$ cat src/rtl/mem_stage_if.sv
// Purpose: groups the exe-side request, memory bus and writeback signals of mem_stage.
// Latency: none (wires only).
// Backpressure: ex_ready / mem_gnt / mem_rvalid carried here; slave = mem_stage view, master = environment view.
interface mem_stage_if;
    // exe_stage -> mem_stage
    logic        ex_valid;
    logic        ex_ready;
    logic        ex_is_load;
    logic        ex_is_store;
    logic [1:0]  ex_size;
    logic        ex_unsigned;
    logic [63:0] ex_addr;
    logic [63:0] ex_wdata;
    logic [63:0] ex_rd_data;
    logic [4:0]  ex_rd_addr;
    logic        ex_rd_w_ena;

    // data memory bus
    logic        mem_req;
    logic        mem_we;
    logic [63:0] mem_addr;
    logic [63:0] mem_wdata;
    logic [7:0]  mem_wmask;
    logic        mem_gnt;
    logic        mem_rvalid;
    logic [63:0] mem_rdata;

    // writeback to regfile
    logic        wb_valid;
    logic [4:0]  wb_rd_addr;
    logic [63:0] wb_rd_data;
    logic        wb_rd_w_ena;
    logic        wb_misalign;

    modport slave (
        input  ex_valid, ex_is_load, ex_is_store, ex_size, ex_unsigned,
               ex_addr, ex_wdata, ex_rd_data, ex_rd_addr, ex_rd_w_ena,
               mem_gnt, mem_rvalid, mem_rdata,
        output ex_ready,
               mem_req, mem_we, mem_addr, mem_wdata, mem_wmask,
               wb_valid, wb_rd_addr, wb_rd_data, wb_rd_w_ena, wb_misalign
    );

    modport master (
        output ex_valid, ex_is_load, ex_is_store, ex_size, ex_unsigned,
               ex_addr, ex_wdata, ex_rd_data, ex_rd_addr, ex_rd_w_ena,
               mem_gnt, mem_rvalid, mem_rdata,
        input  ex_ready,
               mem_req, mem_we, mem_addr, mem_wdata, mem_wmask,
               wb_valid, wb_rd_addr, wb_rd_data, wb_rd_w_ena, wb_misalign
    );
endinterface

$ cat src/rtl/mem_stage.sv
// Purpose: pipeline memory stage; issues one aligned 64-bit bus access per load/store, passes ALU results through.
// Latency: ALU op 1 cycle to wb_valid; store >= 2; load >= 3 (gnt/rvalid stalls add cycles).
// Backpressure: ex_ready only in IDLE, one access outstanding; optional MEM_MISALIGN_CHK_EN flags misaligned ops instead of issuing them.
module mem_stage (
    input  logic       clk,
    input  logic       rst,
    mem_stage_if.slave bus
);

    typedef enum logic [1:0] {
        IDLE = 2'd0,
        REQ  = 2'd1,
        WAIT = 2'd2,
        DONE = 2'd3
    } state_t;

    state_t      state;
    state_t      state_nxt;

    // operation context captured at acceptance, needed after the bus response
    logic        is_store_q;
    logic        unsigned_q;
    logic        rd_w_ena_q;
    logic [1:0]  size_q;
    logic [2:0]  addr_lo_q;
    logic [4:0]  rd_addr_q;

    logic        ex_mem_op;
    logic        ex_misalign;
    logic [7:0]  size_mask;
    logic [63:0] load_shift;
    logic [63:0] load_ext;

    assign ex_mem_op = bus.ex_is_load | bus.ex_is_store;

`ifdef MEM_MISALIGN_CHK_EN
    // an access is misaligned when any address bit below its size is set
    always_comb begin
        ex_misalign = 1'b0;
        if (ex_mem_op) begin
            case (bus.ex_size)
                2'b01:   ex_misalign = bus.ex_addr[0];
                2'b10:   ex_misalign = |bus.ex_addr[1:0];
                2'b11:   ex_misalign = |bus.ex_addr[2:0];
                default: ex_misalign = 1'b0;
            endcase
        end
    end
`else
    assign ex_misalign = 1'b0;
`endif

    // byte-lane mask for the access size, before lane shifting
    always_comb begin
        size_mask = 8'hFF;
        case (bus.ex_size)
            2'b00:   size_mask = 8'h01;
            2'b01:   size_mask = 8'h03;
            2'b10:   size_mask = 8'h0F;
            default: size_mask = 8'hFF;
        endcase
    end

    // move the addressed lanes down to bit 0, then truncate and extend to the load size
    always_comb begin
        load_shift = bus.mem_rdata >> {addr_lo_q, 3'b000};
        load_ext   = load_shift;
        case (size_q)
            2'b00:   load_ext = unsigned_q ? {56'd0, load_shift[7:0]}
                                           : {{56{load_shift[7]}}, load_shift[7:0]};
            2'b01:   load_ext = unsigned_q ? {48'd0, load_shift[15:0]}
                                           : {{48{load_shift[15]}}, load_shift[15:0]};
            2'b10:   load_ext = unsigned_q ? {32'd0, load_shift[31:0]}
                                           : {{32{load_shift[31]}}, load_shift[31:0]};
            default: load_ext = load_shift;
        endcase
    end

    // state register
    always_ff @(posedge clk) begin
        if (rst) begin
            state <= IDLE;
        end else begin
            state <= state_nxt;
        end
    end

    // next state and ready; ALU ops and flagged misaligned ops skip the bus
    always_comb begin
        state_nxt    = state;
        bus.ex_ready = 1'b0;
        case (state)
            IDLE: begin
                bus.ex_ready = 1'b1;
                if (bus.ex_valid) begin
                    state_nxt = (ex_mem_op && !ex_misalign) ? REQ : DONE;
                end
            end
            REQ: begin
                if (bus.mem_gnt) begin
                    state_nxt = is_store_q ? DONE : WAIT;
                end
            end
            WAIT: begin
                if (bus.mem_rvalid) begin
                    state_nxt = DONE;
                end
            end
            default: begin
                state_nxt = IDLE;
            end
        endcase
    end

    // registered bus request, writeback result and captured op context
    always_ff @(posedge clk) begin
        if (rst) begin
            bus.mem_req     <= 1'b0;
            bus.mem_we      <= 1'b0;
            bus.mem_addr    <= '0;
            bus.mem_wdata   <= '0;
            bus.mem_wmask   <= '0;
            bus.wb_valid    <= 1'b0;
            bus.wb_rd_addr  <= '0;
            bus.wb_rd_data  <= '0;
            bus.wb_rd_w_ena <= 1'b0;
            bus.wb_misalign <= 1'b0;
            is_store_q      <= 1'b0;
            unsigned_q      <= 1'b0;
            rd_w_ena_q      <= 1'b0;
            size_q          <= '0;
            addr_lo_q       <= '0;
            rd_addr_q       <= '0;
        end else begin
            case (state)
                IDLE: begin
                    if (bus.ex_valid) begin
                        is_store_q <= bus.ex_is_store;
                        unsigned_q <= bus.ex_unsigned;
                        rd_w_ena_q <= bus.ex_rd_w_ena;
                        size_q     <= bus.ex_size;
                        addr_lo_q  <= bus.ex_addr[2:0];
                        rd_addr_q  <= bus.ex_rd_addr;
                        if (ex_mem_op && !ex_misalign) begin
                            bus.mem_req   <= 1'b1;
                            bus.mem_we    <= bus.ex_is_store;
                            bus.mem_addr  <= {bus.ex_addr[63:3], 3'b000};
                            bus.mem_wmask <= size_mask << bus.ex_addr[2:0];
                            bus.mem_wdata <= bus.ex_wdata << {bus.ex_addr[2:0], 3'b000};
                        end else begin
                            bus.wb_valid    <= 1'b1;
                            bus.wb_rd_addr  <= bus.ex_rd_addr;
                            bus.wb_rd_data  <= ex_misalign ? 64'd0 : bus.ex_rd_data;
                            bus.wb_rd_w_ena <= !ex_misalign && bus.ex_rd_w_ena
                                               && (bus.ex_rd_addr != 5'd0);
                            bus.wb_misalign <= ex_misalign;
                        end
                    end
                end
                REQ: begin
                    if (bus.mem_gnt) begin
                        bus.mem_req <= 1'b0;
                        if (is_store_q) begin
                            bus.wb_valid    <= 1'b1;
                            bus.wb_rd_addr  <= rd_addr_q;
                            bus.wb_rd_data  <= '0;
                            bus.wb_rd_w_ena <= 1'b0;
                        end
                    end
                end
                WAIT: begin
                    if (bus.mem_rvalid) begin
                        bus.wb_valid    <= 1'b1;
                        bus.wb_rd_addr  <= rd_addr_q;
                        bus.wb_rd_data  <= load_ext;
                        bus.wb_rd_w_ena <= rd_w_ena_q && (rd_addr_q != 5'd0);
                    end
                end
                default: begin
                    // writeback lasts one cycle; drop enables so the regfile cannot double-write
                    bus.wb_valid    <= 1'b0;
                    bus.wb_rd_w_ena <= 1'b0;
                    bus.wb_misalign <= 1'b0;
                end
            endcase
        end
    end

endmodule

$ cat src/flat_wrapper.sv
// flat-port wrapper written by rule: the top's interface ports become plain ports
module mem_stage_flat 
  (clk, rst, bus_ex_valid, bus_ex_is_load, bus_ex_is_store, bus_ex_size, bus_ex_unsigned, bus_ex_addr, bus_ex_wdata, bus_ex_rd_data, bus_ex_rd_addr, bus_ex_rd_w_ena, bus_mem_gnt, bus_mem_rvalid, bus_mem_rdata, bus_ex_ready, bus_mem_req, bus_mem_we, bus_mem_addr, bus_mem_wdata, bus_mem_wmask, bus_wb_valid, bus_wb_rd_addr, bus_wb_rd_data, bus_wb_rd_w_ena, bus_wb_misalign);
  mem_stage_if bus_i ();
  input  logic clk;
  input  logic rst;
  input wire logic [$bits(bus_i.ex_valid)-1:0] bus_ex_valid;
  input wire logic [$bits(bus_i.ex_is_load)-1:0] bus_ex_is_load;
  input wire logic [$bits(bus_i.ex_is_store)-1:0] bus_ex_is_store;
  input wire logic [$bits(bus_i.ex_size)-1:0] bus_ex_size;
  input wire logic [$bits(bus_i.ex_unsigned)-1:0] bus_ex_unsigned;
  input wire logic [$bits(bus_i.ex_addr)-1:0] bus_ex_addr;
  input wire logic [$bits(bus_i.ex_wdata)-1:0] bus_ex_wdata;
  input wire logic [$bits(bus_i.ex_rd_data)-1:0] bus_ex_rd_data;
  input wire logic [$bits(bus_i.ex_rd_addr)-1:0] bus_ex_rd_addr;
  input wire logic [$bits(bus_i.ex_rd_w_ena)-1:0] bus_ex_rd_w_ena;
  input wire logic [$bits(bus_i.mem_gnt)-1:0] bus_mem_gnt;
  input wire logic [$bits(bus_i.mem_rvalid)-1:0] bus_mem_rvalid;
  input wire logic [$bits(bus_i.mem_rdata)-1:0] bus_mem_rdata;
  output wire logic [$bits(bus_i.ex_ready)-1:0] bus_ex_ready;
  output wire logic [$bits(bus_i.mem_req)-1:0] bus_mem_req;
  output wire logic [$bits(bus_i.mem_we)-1:0] bus_mem_we;
  output wire logic [$bits(bus_i.mem_addr)-1:0] bus_mem_addr;
  output wire logic [$bits(bus_i.mem_wdata)-1:0] bus_mem_wdata;
  output wire logic [$bits(bus_i.mem_wmask)-1:0] bus_mem_wmask;
  output wire logic [$bits(bus_i.wb_valid)-1:0] bus_wb_valid;
  output wire logic [$bits(bus_i.wb_rd_addr)-1:0] bus_wb_rd_addr;
  output wire logic [$bits(bus_i.wb_rd_data)-1:0] bus_wb_rd_data;
  output wire logic [$bits(bus_i.wb_rd_w_ena)-1:0] bus_wb_rd_w_ena;
  output wire logic [$bits(bus_i.wb_misalign)-1:0] bus_wb_misalign;
  assign bus_i.ex_valid = bus_ex_valid;
  assign bus_i.ex_is_load = bus_ex_is_load;
  assign bus_i.ex_is_store = bus_ex_is_store;
  assign bus_i.ex_size = bus_ex_size;
  assign bus_i.ex_unsigned = bus_ex_unsigned;
  assign bus_i.ex_addr = bus_ex_addr;
  assign bus_i.ex_wdata = bus_ex_wdata;
  assign bus_i.ex_rd_data = bus_ex_rd_data;
  assign bus_i.ex_rd_addr = bus_ex_rd_addr;
  assign bus_i.ex_rd_w_ena = bus_ex_rd_w_ena;
  assign bus_i.mem_gnt = bus_mem_gnt;
  assign bus_i.mem_rvalid = bus_mem_rvalid;
  assign bus_i.mem_rdata = bus_mem_rdata;
  assign bus_ex_ready = bus_i.ex_ready;
  assign bus_mem_req = bus_i.mem_req;
  assign bus_mem_we = bus_i.mem_we;
  assign bus_mem_addr = bus_i.mem_addr;
  assign bus_mem_wdata = bus_i.mem_wdata;
  assign bus_mem_wmask = bus_i.mem_wmask;
  assign bus_wb_valid = bus_i.wb_valid;
  assign bus_wb_rd_addr = bus_i.wb_rd_addr;
  assign bus_wb_rd_data = bus_i.wb_rd_data;
  assign bus_wb_rd_w_ena = bus_i.wb_rd_w_ena;
  assign bus_wb_misalign = bus_i.wb_misalign;
  mem_stage u_core (.clk(clk), .rst(rst), .bus(bus_i));
endmodule
$ cat config.mk
export PLATFORM = sky130hd
export DESIGN_NAME = mem_stage_flat
export DESIGN_NICKNAME = d
export VERILOG_FILES = /design/src/rtl/mem_stage_if.sv /design/src/rtl/mem_stage.sv /design/src/flat_wrapper.sv
export SDC_FILE = /design/constraint.sdc
export NUM_CORES = 1
export LEC_CHECK = 0
export ABC_CLOCK_PERIOD_IN_PS = 7200
export BUFFER_PORTS_ARGS = -buffer_cell sky130_fd_sc_hd__buf_2
export CORE_AREA = 2 2 189 191
export CTS_BUF_LIST = sky130_fd_sc_hd__clkbuf_4 sky130_fd_sc_hd__clkbuf_8 sky130_fd_sc_hd__clkbuf_16
export DETAILED_ROUTE_END_ITERATION = 12
export DIE_AREA = 0 0 191 193
export SYNTH_ARGS = -nofsm -noshare
export SYNTH_HDL_FRONTEND = slang
export SYNTH_SLANG_ARGS = --single-unit
$ cat constraint.sdc
create_clock -name clk -period 7.2 [get_ports clk]
set_input_delay 2.16 -clock clk [delete_from_list [all_inputs] [get_ports clk]]
set_output_delay 2.16 -clock clk [all_outputs]
set_load 0.05 [all_outputs]
==> report_table.html, run 1 <==
<table>
<tr><th>Metric</th><th>Value</th></tr>
<tr><th colspan="2">Drt</th></tr>
<tr><td>DR WL/cell</td><td>21.7 um</td></tr>
<tr><td>Number of remaining DRC errors</td><td>0</td></tr>
<tr><td>Detailed Route Iter0 Violations</td><td>1133</td></tr>
<tr><td>Total wirelength of the detailed-routed design</td><td>about 51000 um</td></tr>
<tr><td>Number of optimization iterations in the first detailed-route pass</td><td>5</td></tr>
<tr><td>Number of antenna-violating nets in the routed design</td><td>0</td></tr>
<tr><td>Total via count after detailed routing</td><td>between 10000 and 15000</td></tr>
<tr><td>Detail-routed via count per cell</td><td>5.66</td></tr>
<tr><th colspan="2">Setup path</th></tr>
<tr><td>Register-to-Register Path Depth</td><td>7</td></tr>
<tr><td>Startpoint types</td><td>primary input</td></tr>
<tr><td>Path type of the worst setup path</td><td>in2reg</td></tr>
<tr><td>Data arrival time of the worst path</td><td>~4700 ps</td></tr>
<tr><td>CP Data Required Time</td><td>7630 ps</td></tr>
<tr><td>Largest fanout on the critical path</td><td>55</td></tr>
<tr><td>Critical path capture point type</td><td>flip-flop</td></tr>
<tr><th colspan="2">Finish</th></tr>
<tr><td>Layout overhead on the synthesized area</td><td>26.0%</td></tr>
<tr><td>NumNets Final</td><td>2145</td></tr>
<tr><td># fillers</td><td>3505</td></tr>
<tr><td>Ratio of cells with drive above 1 in the final layout</td><td>36.5%</td></tr>
<tr><td>Utilization of the core after routing</td><td>46.7%</td></tr>
<tr><td>Final std cell area, no fill</td><td>16300 um^2</td></tr>
<tr><th colspan="2">Pwr</th></tr>
<tr><td>P_leak</td><td>about 7 nW</td></tr>
<tr><td>Power per Cell Area</td><td>364 nW/um^2</td></tr>
<tr><td>Worst vdd ir</td><td>0.182 mV</td></tr>
<tr><td>Overall Power</td><td>0.00593 W</td></tr>
<tr><th colspan="2">Synth</th></tr>
<tr><td>Sequential cell area fraction in the yosys report</td><td>around a third</td></tr>
<tr><td>Share of synthesized area spent on multiplexers</td><td>17.8%</td></tr>
<tr><td>Yosys reg bits</td><td>between 200 and 250</td></tr>
<tr><td>Post-Synthesis Cell Area</td><td>12900 um^2</td></tr>
<tr><td>Number of distinct standard cells referenced by the synthesized netlist</td><td>54</td></tr>
<tr><td>Avg Inst Size Synth</td><td>about 8.6 um^2</td></tr>
<tr><td>Top post-synthesis cells by area</td><td>dfxtp_1 34%, mux2i_1 7.3%, nand2_1 6.4%</td></tr>
<tr><td>Library cell occupying the most area in the post-synthesis netlist</td><td>dfxtp_1</td></tr>
<tr><td>Main flop type after synthesis</td><td>dfxtp_1</td></tr>
<tr><td>Asr flop ratio synth</td><td>0%</td></tr>
<tr><td>Yosys Warn Count</td><td>0</td></tr>
<tr><td>Main combinational cell family by area after synthesis</td><td>compound AO/OA/AOI/OAI gates</td></tr>
<tr><td>Post-synthesis share of cell area spent on and, or, nand and nor gates</td><td>between 10% and 20%</td></tr>
<tr><td>EDFF count, synth</td><td>0</td></tr>
<tr><td>Leading cell type by number of instances after synthesis</td><td>nand2_1</td></tr>
<tr><td>Synth cell count leaders</td><td>222 x nand2_1, 221 x dfxtp_1, 141 x nor2_1</td></tr>
<tr><td>Fraction of post-synthesis cell area in the top cell type by area</td><td>34.2%</td></tr>
<tr><td>Synth Area in Adders</td><td>0.483%</td></tr>
<tr><td>Mapped Cells</td><td>1501</td></tr>
<tr><td>Post-synthesis compound-gate area fraction</td><td>about a quarter</td></tr>
<tr><td>Post-synthesis xor/xnor area fraction</td><td>0%</td></tr>
<tr><th colspan="2">Clocking</th></tr>
<tr><td>Sink Count</td><td>221</td></tr>
<tr><td>Num CTS Buffers</td><td>27</td></tr>
<tr><td>Clock insertion delay at the later pin of the skew report</td><td>570 ps</td></tr>
<tr><td>Clock transition at path regs</td><td>60 ps</td></tr>
<tr><td>H-tree depth</td><td>1</td></tr>
<tr><td>Clock root buffer</td><td>clkbuf_16</td></tr>
<tr><td>Number of buffers inserted to repair setup after CTS</td><td>0</td></tr>
<tr><td>CTS tree</td><td>yes</td></tr>
<tr><td>Max Buffers Root-to-Sink</td><td>3</td></tr>
<tr><td>Count of cells resized by post-cts repair</td><td>0</td></tr>
<tr><td>Number of hold buffers added after CTS</td><td>0</td></tr>
<tr><th colspan="2">Placement</th></tr>
<tr><td>DP Area</td><td>15400 um^2</td></tr>
<tr><td>Final Wtd Congestion</td><td>0.934</td></tr>
<tr><td>Post-detailed-placement half-perimeter wirelength</td><td>38200 um</td></tr>
<tr><td>Number of port buffers</td><td>478</td></tr>
<tr><th colspan="2">Timing</th></tr>
<tr><td>Minimum hold slack</td><td>between 400 and 500 ps</td></tr>
<tr><td>Pin slew with the least headroom to its limit</td><td>1310 ps</td></tr>
<tr><td>F_max</td><td>around 240 MHz</td></tr>
<tr><td>Number of hold-slack violations in the final timing report</td><td>0</td></tr>
<tr><td>Final setup fails</td><td>0</td></tr>
<tr><td>Final-report max-slew violation count</td><td>0</td></tr>
<tr><td>Rel. slew slack</td><td>12.7%</td></tr>
<tr><td>Final period utilization</td><td>between 50% and 60%</td></tr>
<tr><td>Clock period minus final worst setup slack</td><td>4250 ps</td></tr>
<tr><td>Final Skew</td><td>50.3 ps</td></tr>
<tr><td>Setup TNS</td><td>0 ps</td></tr>
<tr><td>Setup repair after global routing missed its margin</td><td>false</td></tr>
<tr><th colspan="2">Run status</th></tr>
<tr><td>Outcome</td><td>complete, no violations</td></tr>
<tr><th colspan="2">Hold path</th></tr>
<tr><td>Hold Path Depth</td><td>2</td></tr>
<tr><td>Class of the worst hold path</td><td>reg2reg</td></tr>
<tr><th colspan="2">Global routing</th></tr>
<tr><td>Via count of the first global-routing pass</td><td>approximately 12000</td></tr>
<tr><td>Grt ovf</td><td>0</td></tr>
<tr><td>Pin count of the biggest net entering global routing</td><td>about 180</td></tr>
<tr><td>Global-route wire length before repair</td><td>~75000 um</td></tr>
<tr><td>Number of antenna violations at the first check in global routing</td><td>8</td></tr>
<tr><td>Total track usage</td><td>26.2%</td></tr>
<tr><th colspan="2">Die</th></tr>
<tr><td>Core footprint</td><td>35000 um^2</td></tr>
<tr><td>Total die area</td><td>36900 um^2</td></tr>
<tr><td>Width of the die</td><td>191 um</td></tr>
<tr><td>Top-level I/O count</td><td>between 400 and 500</td></tr>
<tr><td>Num rows</td><td>69</td></tr>
<tr><td>Initial Utilization</td><td>37.0%</td></tr>
<tr><td>Die height</td><td>a little under 200 um</td></tr>
<tr><th colspan="2">Flow run</th></tr>
<tr><td>Number of max-cap violations</td><td>0</td></tr>
</table>
report_power, final:
group / total (W) / internal (W) / switching, W
Clock: 0.00136 / 0.000810 / 0.000546
Combinational: 0.00296 / 0.000852 / 0.00211
Sequential: 0.00162 / 0.00146 / 0.000159
Total: 0.00593 / 0.00312 / 0.00281
final cells by class:
class / instances / area (um^2) / share of cell area, %
Tap cell: 461 / 577 / 3.54
Sequential cell: 221 / 4430 / 27.1
Inverter: 23 / 86.3 / 0.529
Timing Repair Buffer: 497 / 2560 / 15.7
Multi-Input combinational cell: 1098 / 7760 / 47.6
Antenna cell: 8 / 20.0 / 0.123
Clock buffer: 41 / 806 / 4.94
Clock inverter: 6 / 78.8 / 0.483
routing by layer:
| metal | wire, um | part of all wire [%] | global-route usage [%] | vias to the layer above |
|---|---|---|---|---|
| met1 | 20700 | 40 | 32.9 | 6321 |
| li1 | - | - | - | 6289 |
| met3 | 4440 | 8.7 | 5.81 | 100 |
| met5 | 86 | 0.17 | 1.46 | - |
| met4 | 2430 | 4.8 | 12.8 | 4 |
| met2 | 23500 | 46 | 42.7 | 612 |
worst max-delay path, cell delays in order:
cell,delay [ps]
buf_2,130
o21ai_1,280
and3b_1,200
buf_4,390
and2_2,570
buf_4,500
o21ai_0,160
a211oi_1,250
per-stage QoR:
step	cells	setup slack [ps]
2_1_floorplan	1504	3450
3_3_place_gp	2300	2460
3_5_place_dp	2300	2360
4_1_cts	2347	2920
5_1_grt	2353	2690
6_report	2355	2950
sequential cells by signal, summed over array words and instances (netlist names), 2 cells and up:
signal                 flops
u_core.bus.mem_wdata      64
u_core.bus.mem_addr       61
u_core.bus.mem_wmask       8
u_core.bus.wb_rd_addr      5
u_core.rd_addr_q           5
u_core.state               2
u_core.addr_lo_q           3
u_core.bus.wb_rd_data     64
u_core.size_q              2
kinds of logic after synthesis:
kind of cell             after synthesis
buffers and inverters                185
other                                  1
adder cells (fa/ha/maj)                5
AO/OA/AOI/OAI                        426
AND/OR/NAND/NOR                      485
flip-flops                           221
multiplexers                         178
layout by cell type (no fill, tap or decap), types with 16 or more instances in the layout:
cell,count
nand2_1,221
clkbuf_16,27
buf_2,476
nand2b_1,16
buf_4,19
a21oi_1,126
o2111ai_1,22
a22oi_1,46
a211oi_1,60
nor3_1,27
dfxtp_1,219
a2111oi_2,22
nor2_1,140
mux4_2,36
nand4_1,18
inv_1,21
and3_1,25
mux2_2,46
a221oi_1,29
o21ai_0,42
o41ai_2,21
mux2i_1,94
worst paths after layout:
kind                                   startpoint                                     end  slack [ps]
max                               bus_ex_is_store  u_core.bus.wb_rd_data[53]$_SDFFE_PP0P_        2950
min          u_core.bus.mem_addr[19]$_SDFFE_PP0P_    u_core.bus.mem_addr[19]$_SDFFE_PP0P_         450
max reg2reg      u_core.addr_lo_q[1]$_SDFFE_PP0P_  u_core.bus.wb_rd_data[32]$_SDFFE_PP0P_        3560
min reg2reg  u_core.bus.mem_addr[19]$_SDFFE_PP0P_    u_core.bus.mem_addr[19]$_SDFFE_PP0P_         450
Note: power is estimated with default switching activity, not from simulation.
==> run 2: changes to the inputs <==
--- a/config.mk
+++ b/config.mk
@@ -5,12 +5,13 @@
 export SDC_FILE = /design/constraint.sdc
 export NUM_CORES = 1
 export LEC_CHECK = 0
-export ABC_CLOCK_PERIOD_IN_PS = 7200
+export ABC_CLOCK_PERIOD_IN_PS = 3500
 export BUFFER_PORTS_ARGS = -buffer_cell sky130_fd_sc_hd__buf_2
 export CORE_AREA = 2 2 189 191
 export CTS_BUF_LIST = sky130_fd_sc_hd__clkbuf_4 sky130_fd_sc_hd__clkbuf_8 sky130_fd_sc_hd__clkbuf_16
 export DETAILED_ROUTE_END_ITERATION = 12
 export DIE_AREA = 0 0 191 193
+export PLACE_DENSITY = 0.66
 export SYNTH_ARGS = -nofsm -noshare
 export SYNTH_HDL_FRONTEND = slang
 export SYNTH_SLANG_ARGS = --single-unit
==> constraint.sdc (replaced) <==
create_clock -name clk -period 3.5 [get_ports clk]
set_input_delay 1.05 -clock clk [delete_from_list [all_inputs] [get_ports clk]]
set_output_delay 1.05 -clock clk [all_outputs]
set_load 0.05 [all_outputs]
==> run 2 against run 1 <==
  * Worst hold slack worse by 2.6 ps
  * Via count is 1.8% higher
  * Register-to-register slack worse by 2900 ps
  * Highest routed layer unchanged
==> report_table.html, run 2 (same netlist as run 1, synthesis figures left out) <==
<table>
<tr><th>Metric</th><th>Value</th></tr>
<tr><th colspan="2">Finish</th></tr>
<tr><td>Flip-flop and latch area</td><td>4430 um^2 (unchanged)</td></tr>
<tr><td>NumNets Final</td><td>2173 (was 2145)</td></tr>
<tr><td># fillers</td><td>3452 (was 3505)</td></tr>
<tr><td>Ratio of cells with drive above 1 in the final layout</td><td>37.6% (was 36.5%)</td></tr>
<tr><td>Layout overhead on the synthesized area</td><td>27.8% (was 26.0%)</td></tr>
<tr><td>Biggest regs</td><td>u_core.bus.mem_wdata (64), u_core.bus.wb_rd_data (64), u_core.bus.mem_addr (61) (unchanged)</td></tr>
<tr><td>Most common cell after layout, fill and taps aside</td><td>buf_2 (unchanged)</td></tr>
<tr><td>Footprint of the multi-input gates</td><td>7760 um^2 (unchanged)</td></tr>
<tr><td>Utilization of the core after routing</td><td>47.3% (was 46.7%)</td></tr>
<tr><td>Commonest cells after routing, fill and taps aside</td><td>476 x buf_2, 221 x nand2_1, 219 x dfxtp_1, 140 x nor2_1, 126 x a21oi_1 (unchanged)</td></tr>
<tr><th colspan="2">Flow run</th></tr>
<tr><td>Number of max-cap violations</td><td>0 (unchanged)</td></tr>
<tr><th colspan="2">Hold path</th></tr>
<tr><td>Hold Path Depth</td><td>2 (unchanged)</td></tr>
<tr><td>Min-Delay Startpoint</td><td>u_core.bus.mem_wdata[8]$_SDFFE_PP0P_ (was u_core.bus.mem_addr[19]$_SDFFE_PP0P_)</td></tr>
<tr><td>Capture endpoint of the worst hold path</td><td>u_core.bus.mem_wdata[8]$_SDFFE_PP0P_ (was u_core.bus.mem_addr[19]$_SDFFE_PP0P_)</td></tr>
<tr><td>Class of the worst hold path</td><td>reg2reg (unchanged)</td></tr>
<tr><th colspan="2">Setup path</th></tr>
<tr><td>Register-to-Register Path Depth</td><td>6 (was 7)</td></tr>
<tr><td>Path type of the worst setup path</td><td>reg2reg (was in2reg)</td></tr>
<tr><td>Reg2reg setup slack</td><td>640 ps (was 3560 ps)</td></tr>
<tr><td>Data arrival time of the worst path</td><td>3270 ps (was 4680 ps)</td></tr>
<tr><td>Critical path capture point type</td><td>flip-flop (unchanged)</td></tr>
<tr><td>Reg-to-reg critical path endpoint</td><td>u_core.bus.wb_rd_data[63]$_SDFFE_PP0P_ (was u_core.bus.wb_rd_data[32]$_SDFFE_PP0P_)</td></tr>
<tr><td>Largest fanout on the critical path</td><td>32 (was 55)</td></tr>
<tr><td>Startpoint of the worst-slack reg-to-reg timing path</td><td>u_core.addr_lo_q[2]$_SDFFE_PP0P_ (was u_core.addr_lo_q[1]$_SDFFE_PP0P_)</td></tr>
<tr><td>CP Data Required Time</td><td>3910 ps (was 7630 ps)</td></tr>
<tr><td>Startpoint types</td><td>flip-flop (was primary input)</td></tr>
<tr><th colspan="2">Global routing</th></tr>
<tr><td>Total track usage</td><td>26.2% (about the same)</td></tr>
<tr><td>Grt ovf</td><td>0 (unchanged)</td></tr>
<tr><td>Global-route wire length before repair</td><td>75200 um (was 74500 um)</td></tr>
<tr><td>Number of antenna violations at the first check in global routing</td><td>12 (was 8)</td></tr>
<tr><td>Via count of the first global-routing pass</td><td>12700 (was 12500)</td></tr>
<tr><td>Pin count of the biggest net entering global routing</td><td>105 (was 184)</td></tr>
<tr><th colspan="2">Timing</th></tr>
<tr><td>Rel. slew slack</td><td>35.0% (was 12.7%)</td></tr>
<tr><td>Minimum hold slack</td><td>448 ps (was 451 ps)</td></tr>
<tr><td>Setup TNS</td><td>0 ps (unchanged)</td></tr>
<tr><td>Number of hold-slack violations in the final timing report</td><td>0 (unchanged)</td></tr>
<tr><td>Final-report max-slew violation count</td><td>0 (unchanged)</td></tr>
<tr><td>Pin slew with the least headroom to its limit</td><td>967 ps (was 1310 ps)</td></tr>
<tr><td>Final setup fails</td><td>0 (unchanged)</td></tr>
<tr><td>Setup repair after global routing missed its margin</td><td>false (unchanged)</td></tr>
<tr><td>Final period utilization</td><td>~80%</td></tr>
<tr><td>Final Skew</td><td>30.2 ps (was 50.3 ps)</td></tr>
<tr><td>Clock period minus final worst setup slack</td><td>around 2900 ps</td></tr>
<tr><td>F_max</td><td>349 MHz</td></tr>
<tr><th colspan="2">Placement</th></tr>
<tr><td>Final Wtd Congestion</td><td>0.947 (was 0.934)</td></tr>
<tr><td>Number of port buffers</td><td>478 (unchanged)</td></tr>
<tr><td>Post-detailed-placement half-perimeter wirelength</td><td>38700 um (was 38200 um)</td></tr>
<tr><th colspan="2">Drt</th></tr>
<tr><td>Total wirelength of the detailed-routed design</td><td>51200 um (about the same)</td></tr>
<tr><td>Number of optimization iterations in the first detailed-route pass</td><td>5 (unchanged)</td></tr>
<tr><td>Total via count after detailed routing</td><td>13600 (was 13300)</td></tr>
<tr><td>Number of remaining DRC errors</td><td>0 (unchanged)</td></tr>
<tr><td>DR WL/cell</td><td>21.4 um (was 21.7 um)</td></tr>
<tr><td>Number of antenna-violating nets in the routed design</td><td>0 (unchanged)</td></tr>
<tr><td>Detailed Route Iter0 Violations</td><td>1170 (was 1133)</td></tr>
<tr><td>Detail-routed via count per cell</td><td>5.68 (was 5.66)</td></tr>
<tr><th colspan="2">Pwr</th></tr>
<tr><td>P_leak</td><td>7.19 nW (was 7.06 nW)</td></tr>
<tr><td>Power per Cell Area</td><td>748 nW/um^2 (was 364 nW/um^2)</td></tr>
<tr><td>Worst vdd ir</td><td>0.403 mV (was 0.182 mV)</td></tr>
<tr><th colspan="2">Clocking</th></tr>
<tr><td>Clock root buffer</td><td>clkbuf_16 (unchanged)</td></tr>
<tr><td>Num CTS Buffers</td><td>27 (unchanged)</td></tr>
<tr><td>Number of buffers inserted to repair setup after CTS</td><td>0 (unchanged)</td></tr>
<tr><td>H-tree depth</td><td>1 (unchanged)</td></tr>
<tr><td>Sink Count</td><td>221 (unchanged)</td></tr>
<tr><td>Number of hold buffers added after CTS</td><td>0 (unchanged)</td></tr>
<tr><td>CTS tree</td><td>yes (unchanged)</td></tr>
<tr><td>Clock insertion delay at the later pin of the skew report</td><td>560 ps (was 570 ps)</td></tr>
<tr><td>Clock transition at path regs</td><td>60 ps (about the same)</td></tr>
<tr><td>Max Buffers Root-to-Sink</td><td>3 (unchanged)</td></tr>
<tr><td>Count of cells resized by post-cts repair</td><td>0 (unchanged)</td></tr>
<tr><th colspan="2">Die</th></tr>
<tr><td>Total die area</td><td>36900 um^2 (unchanged)</td></tr>
<tr><td>Width of the die</td><td>191 um (unchanged)</td></tr>
<tr><td>Num rows</td><td>69 (unchanged)</td></tr>
<tr><td>Die height</td><td>193 um (unchanged)</td></tr>
<tr><td>Initial Utilization</td><td>37.0% (unchanged)</td></tr>
<tr><td>Top-level I/O count</td><td>483 (unchanged)</td></tr>
<tr><td>Core footprint</td><td>35000 um^2 (unchanged)</td></tr>
<tr><th colspan="2">Run status</th></tr>
<tr><td>Outcome</td><td>complete, no violations (unchanged)</td></tr>
</table>
-- run 2: cell count changes in the layout (fill, tap and decap cells not counted), sizes merged --
cell and change:
inv +2, clkinvlp +3, buf +28, clkbuf -10, clkinv +8
-- run 2: per-layer routing --
metal  GRT usage [%]  routed length (um)  vias to the layer above
li1                -                   -                     6363
met1            32.1               20000                     6385
met2            44.2               24500                      694
met3            5.85                4490                      112
met4            11.3                2190                        8
met5               0                  52                        -
-- run 2: power breakdown --
part           internal (W)  switching, W  total (W)  leakage [nW]
registers           0.00300      0.000323    0.00333          1.81
clock network       0.00156       0.00121    0.00277         0.423
logic               0.00187       0.00441    0.00628          4.96
-- run 2: worst max-delay path, cell delays in order, from the launching register on --
cell       delay (ps)
dfxtp_1           930
or2_2             360
o21ai_0           200
a211oi_4          210
buf_4             440
o41ai_1           110
a2111oi_0         430
-- run 2: final cells by class --
class | count | area share (%)
clock inverters | 19 | 0.960
repair buffers | 525 | 16.9
multi-input cells | 1098 | 46.9
clock buffers | 31 | 4.30
inverters | 23 | 0.522
well taps | 461 | 3.49
diodes | 8 | 0.121
flip-flops and latches | 221 | 26.8
-- run 2: how the worst max path moves through the flow --
| stage | from | endpoint | slack, ps | cells after the start |
|---|---|---|---|---|
| 2_1_floorplan | bus_mem_rdata[63] | u_core.bus.wb_rd_data[38]$_SDFFE_PP0P_ | 860 | 7 |
| 3_3_place_gp | bus_mem_rdata[63] | u_core.bus.wb_rd_data[50]$_SDFFE_PP0P_ | 280 | 8 |
| 3_5_place_dp | bus_mem_rdata[63] | u_core.bus.wb_rd_data[54]$_SDFFE_PP0P_ | 160 | 8 |
| 4_1_cts | u_core.addr_lo_q[2]$_SDFFE_PP0P_ | u_core.bus.wb_rd_data[63]$_SDFFE_PP0P_ | 680 | 6 |
| 5_1_grt | u_core.addr_lo_q[0]$_SDFFE_PP0P_ | u_core.bus.wb_rd_data[55]$_SDFFE_PP0P_ | 520 | 7 |
| 6_report | u_core.addr_lo_q[2]$_SDFFE_PP0P_ | u_core.bus.wb_rd_data[63]$_SDFFE_PP0P_ | 640 | 6 |
-- run 2: stage by stage --
| step | total power (W) | setup slack [ps] | area (um^2) | instances |
|---|---|---|---|---|
| after detailed placement | 0.00963 | 159 | 15700 | 2328 |
| after floorplan | 0.00793 | 857 | 13000 | 1504 |
| final | 0.0124 | 638 | 16500 | 2386 |
| after global routing | 0.0130 | 521 | 16500 | 2383 |
| after CTS | 0.0124 | 677 | 16500 | 2378 |
| after global placement | 0.00952 | 283 | 15700 | 2328 |
==> run 3: changes to the inputs <==
--- a/config.mk
+++ b/config.mk
@@ -5,13 +5,13 @@
 export SDC_FILE = /design/constraint.sdc
 export NUM_CORES = 1
 export LEC_CHECK = 0
-export ABC_CLOCK_PERIOD_IN_PS = 3500
+export ABC_AREA = 1
+export ABC_CLOCK_PERIOD_IN_PS = 2600
 export BUFFER_PORTS_ARGS = -buffer_cell sky130_fd_sc_hd__buf_2
-export CORE_AREA = 2 2 189 191
+export CORE_AREA = 2 2 187 189
 export CTS_BUF_LIST = sky130_fd_sc_hd__clkbuf_4 sky130_fd_sc_hd__clkbuf_8 sky130_fd_sc_hd__clkbuf_16
 export DETAILED_ROUTE_END_ITERATION = 12
-export DIE_AREA = 0 0 191 193
-export PLACE_DENSITY = 0.66
+export DIE_AREA = 0 0 189 191
 export SYNTH_ARGS = -nofsm -noshare
 export SYNTH_HDL_FRONTEND = slang
 export SYNTH_SLANG_ARGS = --single-unit
==> constraint.sdc (replaced) <==
create_clock -name clk -period 2.6 [get_ports clk]
set_input_delay 0.78 -clock clk [delete_from_list [all_inputs] [get_ports clk]]
set_output_delay 0.78 -clock clk [all_outputs]
set_load 0.05 [all_outputs]
==> run 3 against run 2 <==
  * Register-to-register slack got worse by 260 ps
  * Worst hold slack worse by 11 ps
  * Core utilization shrank 1.2 points
  * Largest power group unchanged
  * Cell area fell by 4.8%
  * Count of clock-buffer cells in the layout increased by 3
  * Critical path type is now reg2out
  * Largest cell class unchanged
==> report_table.html, run 3 <==
<table>
<tr><th>Metric</th><th>Value</th></tr>
<tr><th colspan="2">Drt</th></tr>
<tr><td>Detailed Route Iter0 Violations</td><td>1050 (was 1170)</td></tr>
<tr><td>Detail-routed via count per cell</td><td>5.24 (was 5.68)</td></tr>
<tr><td>DR WL/cell</td><td>18.6 um (was 21.4 um)</td></tr>
<tr><td>Number of optimization iterations in the first detailed-route pass</td><td>5 (unchanged)</td></tr>
<tr><td>Total via count after detailed routing</td><td>14000 (was 13600)</td></tr>
<tr><td>Number of antenna-violating nets in the routed design</td><td>0 (unchanged)</td></tr>
<tr><td>Number of remaining DRC errors</td><td>0 (unchanged)</td></tr>
<tr><td>Total wirelength of the detailed-routed design</td><td>49600 um (was 51200 um)</td></tr>
<tr><th colspan="2">Synth</th></tr>
<tr><td>Synth cell count leaders</td><td>408 x nand2_1, 270 x o21ai_0, 221 x dfxtp_1 (was 222 x nand2_1, 221 x dfxtp_1, 141 x nor2_1)</td></tr>
<tr><td>Leading cell type by number of instances after synthesis</td><td>nand2_1 (unchanged)</td></tr>
<tr><td>Sequential cell area fraction in the yosys report</td><td>37.1% (was 34.2%)</td></tr>
<tr><td>Yosys Warn Count</td><td>0 (unchanged)</td></tr>
<tr><td>Post-Synthesis Cell Area</td><td>11900 um^2 (was 12900 um^2)</td></tr>
<tr><td>Avg Inst Size Synth</td><td>6.67 um^2 (was 8.62 um^2)</td></tr>
<tr><td>Main flop type after synthesis</td><td>dfxtp_1 (unchanged)</td></tr>
<tr><td>Number of distinct standard cells referenced by the synthesized netlist</td><td>48 (was 54)</td></tr>
<tr><td>EDFF count, synth</td><td>0 (unchanged)</td></tr>
<tr><td>Yosys reg bits</td><td>221 (unchanged)</td></tr>
<tr><td>Top post-synthesis cells by area</td><td>dfxtp_1 37%, nand2_1 13%, o21ai_0 11% (was dfxtp_1 34%, mux2i_1 7.3%, nand2_1 6.4%)</td></tr>
<tr><td>Library cell occupying the most area in the post-synthesis netlist</td><td>dfxtp_1 (unchanged)</td></tr>
<tr><td>Asr flop ratio synth</td><td>0% (unchanged)</td></tr>
<tr><td>Fraction of post-synthesis cell area in the top cell type by area</td><td>37.1% (was 34.2%)</td></tr>
<tr><td>Mapped Cells</td><td>1789 (was 1501)</td></tr>
<tr><th colspan="2">Pwr</th></tr>
<tr><td>Power per Cell Area</td><td>1210 nW/um^2 (was 748 nW/um^2)</td></tr>
<tr><td>P_leak</td><td>7.69 nW (was 7.19 nW)</td></tr>
<tr><td>Overall Power</td><td>0.0190 W (was 0.0124 W)</td></tr>
<tr><td>Worst vdd ir</td><td>0.825 mV (was 0.403 mV)</td></tr>
<tr><th colspan="2">Clocking</th></tr>
<tr><td>Clock insertion delay at the later pin of the skew report</td><td>560 ps (about the same)</td></tr>
<tr><td>Count of cells resized by post-cts repair</td><td>0 (unchanged)</td></tr>
<tr><td>Clock root buffer</td><td>clkbuf_16 (unchanged)</td></tr>
<tr><td>Sink Count</td><td>221 (unchanged)</td></tr>
<tr><td>CTS tree</td><td>yes (unchanged)</td></tr>
<tr><td>Number of hold buffers added after CTS</td><td>0 (unchanged)</td></tr>
<tr><td>H-tree depth</td><td>1 (unchanged)</td></tr>
<tr><td>Clock transition at path regs</td><td>60 ps (about the same)</td></tr>
<tr><td>Num CTS Buffers</td><td>27 (unchanged)</td></tr>
<tr><td>Number of buffers inserted to repair setup after CTS</td><td>0 (unchanged)</td></tr>
<tr><td>Max Buffers Root-to-Sink</td><td>3 (unchanged)</td></tr>
<tr><th colspan="2">Global routing</th></tr>
<tr><td>Pin count of the biggest net entering global routing</td><td>75 (was 105)</td></tr>
<tr><td>Via count of the first global-routing pass</td><td>13200 (was 12700)</td></tr>
<tr><td>Number of antenna violations at the first check in global routing</td><td>5 (was 12)</td></tr>
<tr><td>Grt ovf</td><td>0 (unchanged)</td></tr>
<tr><td>Total track usage</td><td>26.2% (about the same)</td></tr>
<tr><td>Global-route wire length before repair</td><td>75400 um (was 75200 um)</td></tr>
<tr><th colspan="2">Finish</th></tr>
<tr><td>N_diodes</td><td>0 (was 8)</td></tr>
<tr><td>Ratio of cells with drive above 1 in the final layout</td><td>28.3% (was 37.6%)</td></tr>
<tr><td>Most common cell after layout, fill and taps aside</td><td>buf_2 (unchanged)</td></tr>
<tr><td>Layout overhead on the synthesized area</td><td>32.0% (was 27.8%)</td></tr>
<tr><td>Utilization of the core after routing</td><td>46.2% (was 47.3%)</td></tr>
<tr><td>Commonest cells after routing, fill and taps aside</td><td>478 x buf_2, 408 x nand2_1, 270 x o21ai_0, 219 x dfxtp_1, 206 x a21oi_1 (was 476 x buf_2, 221 x nand2_1, 219 x dfxtp_1, 140 x nor2_1, 126 x a21oi_1)</td></tr>
<tr><td>Flip-flop and latch area</td><td>4430 um^2 (unchanged)</td></tr>
<tr><td>Biggest regs</td><td>u_core.bus.mem_wdata (64), u_core.bus.wb_rd_data (64), u_core.bus.mem_addr (61) (unchanged)</td></tr>
<tr><td>NumNets Final</td><td>2472 (was 2173)</td></tr>
<tr><td>Cell Count, Final, Fillers Out</td><td>2670 (was 2386)</td></tr>
<tr><td># fillers</td><td>3617 (was 3452)</td></tr>
<tr><td>Final std cell area, no fill</td><td>15800 um^2 (was 16500 um^2)</td></tr>
<tr><td>Footprint of the multi-input gates</td><td>6440 um^2 (was 7760 um^2)</td></tr>
<tr><th colspan="2">Setup path</th></tr>
<tr><td>Reg2reg setup slack</td><td>380 ps (was 640 ps)</td></tr>
<tr><td>Path type of the worst setup path</td><td>reg2out (was reg2reg)</td></tr>
<tr><td>CP Data Required Time</td><td>1820 ps (was 3910 ps)</td></tr>
<tr><td>Startpoint types</td><td>flip-flop (unchanged)</td></tr>
<tr><td>Register-to-Register Path Depth</td><td>12 (was 6)</td></tr>
<tr><td>Data arrival time of the worst path</td><td>1600 ps (was 3270 ps)</td></tr>
<tr><td>Largest fanout on the critical path</td><td>6 (was 32)</td></tr>
<tr><td>Critical path capture point type</td><td>output port (was flip-flop)</td></tr>
<tr><td>Reg-to-reg critical path endpoint</td><td>u_core.bus.wb_rd_data[20]$_SDFFE_PP0P_ (was u_core.bus.wb_rd_data[63]$_SDFFE_PP0P_)</td></tr>
<tr><td>Startpoint of the worst-slack reg-to-reg timing path</td><td>u_core.state[1]$_SDFFE_PP0P_ (was u_core.addr_lo_q[2]$_SDFFE_PP0P_)</td></tr>
<tr><th colspan="2">Placement</th></tr>
<tr><td>Final Wtd Congestion</td><td>0.956 (was 0.947)</td></tr>
<tr><td>Post-detailed-placement half-perimeter wirelength</td><td>37500 um (was 38700 um)</td></tr>
<tr><td>Number of port buffers</td><td>478 (unchanged)</td></tr>
<tr><td>DP Area</td><td>14700 um^2 (was 15700 um^2)</td></tr>
<tr><td>Placed cells</td><td>2621 (was 2328)</td></tr>
<tr><th colspan="2">Timing</th></tr>
<tr><td>Final Skew</td><td>22.1 ps (was 30.2 ps)</td></tr>
<tr><td>Rel. slew slack</td><td>51.6% (was 35.0%)</td></tr>
<tr><td>Setup TNS</td><td>0 ps (unchanged)</td></tr>
<tr><td>Clock period minus final worst setup slack</td><td>2380 ps</td></tr>
<tr><td>Final-report max-slew violation count</td><td>0 (unchanged)</td></tr>
<tr><td>Setup repair after global routing missed its margin</td><td>false (unchanged)</td></tr>
<tr><td>Number of hold-slack violations in the final timing report</td><td>0 (unchanged)</td></tr>
<tr><td>Final period utilization</td><td>91.6%</td></tr>
<tr><td>Final setup fails</td><td>0 (unchanged)</td></tr>
<tr><td>Pin slew with the least headroom to its limit</td><td>726 ps (was 967 ps)</td></tr>
<tr><td>F_max</td><td>420 MHz</td></tr>
<tr><th colspan="2">Hold path</th></tr>
<tr><td>Class of the worst hold path</td><td>in2reg (was reg2reg)</td></tr>
<tr><td>Min-Delay Startpoint</td><td>bus_ex_addr[46] (was u_core.bus.mem_wdata[8]$_SDFFE_PP0P_)</td></tr>
<tr><td>Hold Path Depth</td><td>3 (was 2)</td></tr>
<tr><td>Capture endpoint of the worst hold path</td><td>u_core.bus.mem_addr[46]$_SDFFE_PP0P_ (was u_core.bus.mem_wdata[8]$_SDFFE_PP0P_)</td></tr>
<tr><th colspan="2">Die</th></tr>
<tr><td>Total die area</td><td>36100 um^2 (was 36900 um^2)</td></tr>
<tr><td>Core footprint</td><td>34100 um^2 (was 35000 um^2)</td></tr>
<tr><td>Die height</td><td>191 um (was 193 um)</td></tr>
<tr><td>Top-level I/O count</td><td>483 (unchanged)</td></tr>
<tr><td>Num rows</td><td>68 (was 69)</td></tr>
<tr><td>Width of the die</td><td>189 um (was 191 um)</td></tr>
<tr><td>Initial Utilization</td><td>35.0% (was 37.0%)</td></tr>
<tr><th colspan="2">Flow run</th></tr>
<tr><td>Number of max-cap violations</td><td>0 (unchanged)</td></tr>
<tr><th colspan="2">Run status</th></tr>
<tr><td>Outcome</td><td>complete, no violations (unchanged)</td></tr>
</table>
run 3: area by class of cell:
cell class | instances | share of cell area (%)
clock buffer | 34 | 4.90
sequential | 221 | 28.1
tap | 455 | 3.61
timing repair buffer | 528 | 18.8
clock inverter | 15 | 1.51
multi-input combinational | 1330 | 40.9
inverter | 87 | 2.12
run 3: worst max path at each step:
stage / from / to / cells after the start
after floorplan: u_core.state[0]$_SDFFE_PP0P_ / u_core.bus.mem_wmask[0]$_SDFFE_PP0P_ / 9
after global placement: bus_ex_is_store / u_core.bus.wb_rd_data[52]$_SDFFE_PP0P_ / 10
after detailed placement: bus_ex_is_store / u_core.bus.wb_rd_data[20]$_SDFFE_PP0P_ / 10
after CTS: u_core.state[0]$_SDFFE_PP0P_ / bus_ex_ready / 3
after global routing: u_core.state[0]$_SDFFE_PP0P_ / bus_ex_ready / 3
final: u_core.state[0]$_SDFFE_PP0P_ / bus_ex_ready / 3
run 3: report_power, final:
| group | internal [W] | switching (W) |
|---|---|---|
| Combinational | 0.00241 | 0.00741 |
| Sequential | 0.00438 | 0.000567 |
| Clock | 0.00262 | 0.00162 |
run 3: per-layer routing:
metal	GRT usage, %	up-vias	share of wire, %
met1	31.8	6397	40
met2	44.4	631	47
met4	12.6	8	5.0
met3	5.51	125	7.8
li1	-	6843	-
met5	0	-	0.11
run 3: critical path, cell delays in order (launching register included):
cell     delay [ps]
dfxtp_1         350
inv_1           100
ha_1            290
buf_2           310
run 3: cells by family (layout without fill, tap and decap cells):
family | count (synthesis) | in the layout | share of synthesized area, %
AO/OA/AOI/OAI | 589 | 589 | 27.2
adder cells (fa/ha/maj) | 5 | 5 | 0.524
buffers and inverters | 241 | 664 | 9.05
flip-flops | 221 | 221 | 37.1
multiplexers | 14 | 14 | 1.17
other | 1 | 4 | 0.0314
AND/OR/NAND/NOR | 718 | 718 | 24.9
run 3: through the flow:
stage          hold slack (ps)  setup WS (ps)
2_1_floorplan              442            433
3_3_place_gp               452            306
3_5_place_dp               455            244
4_1_cts                    409            201
5_1_grt                    427            117
6_report                   437            218
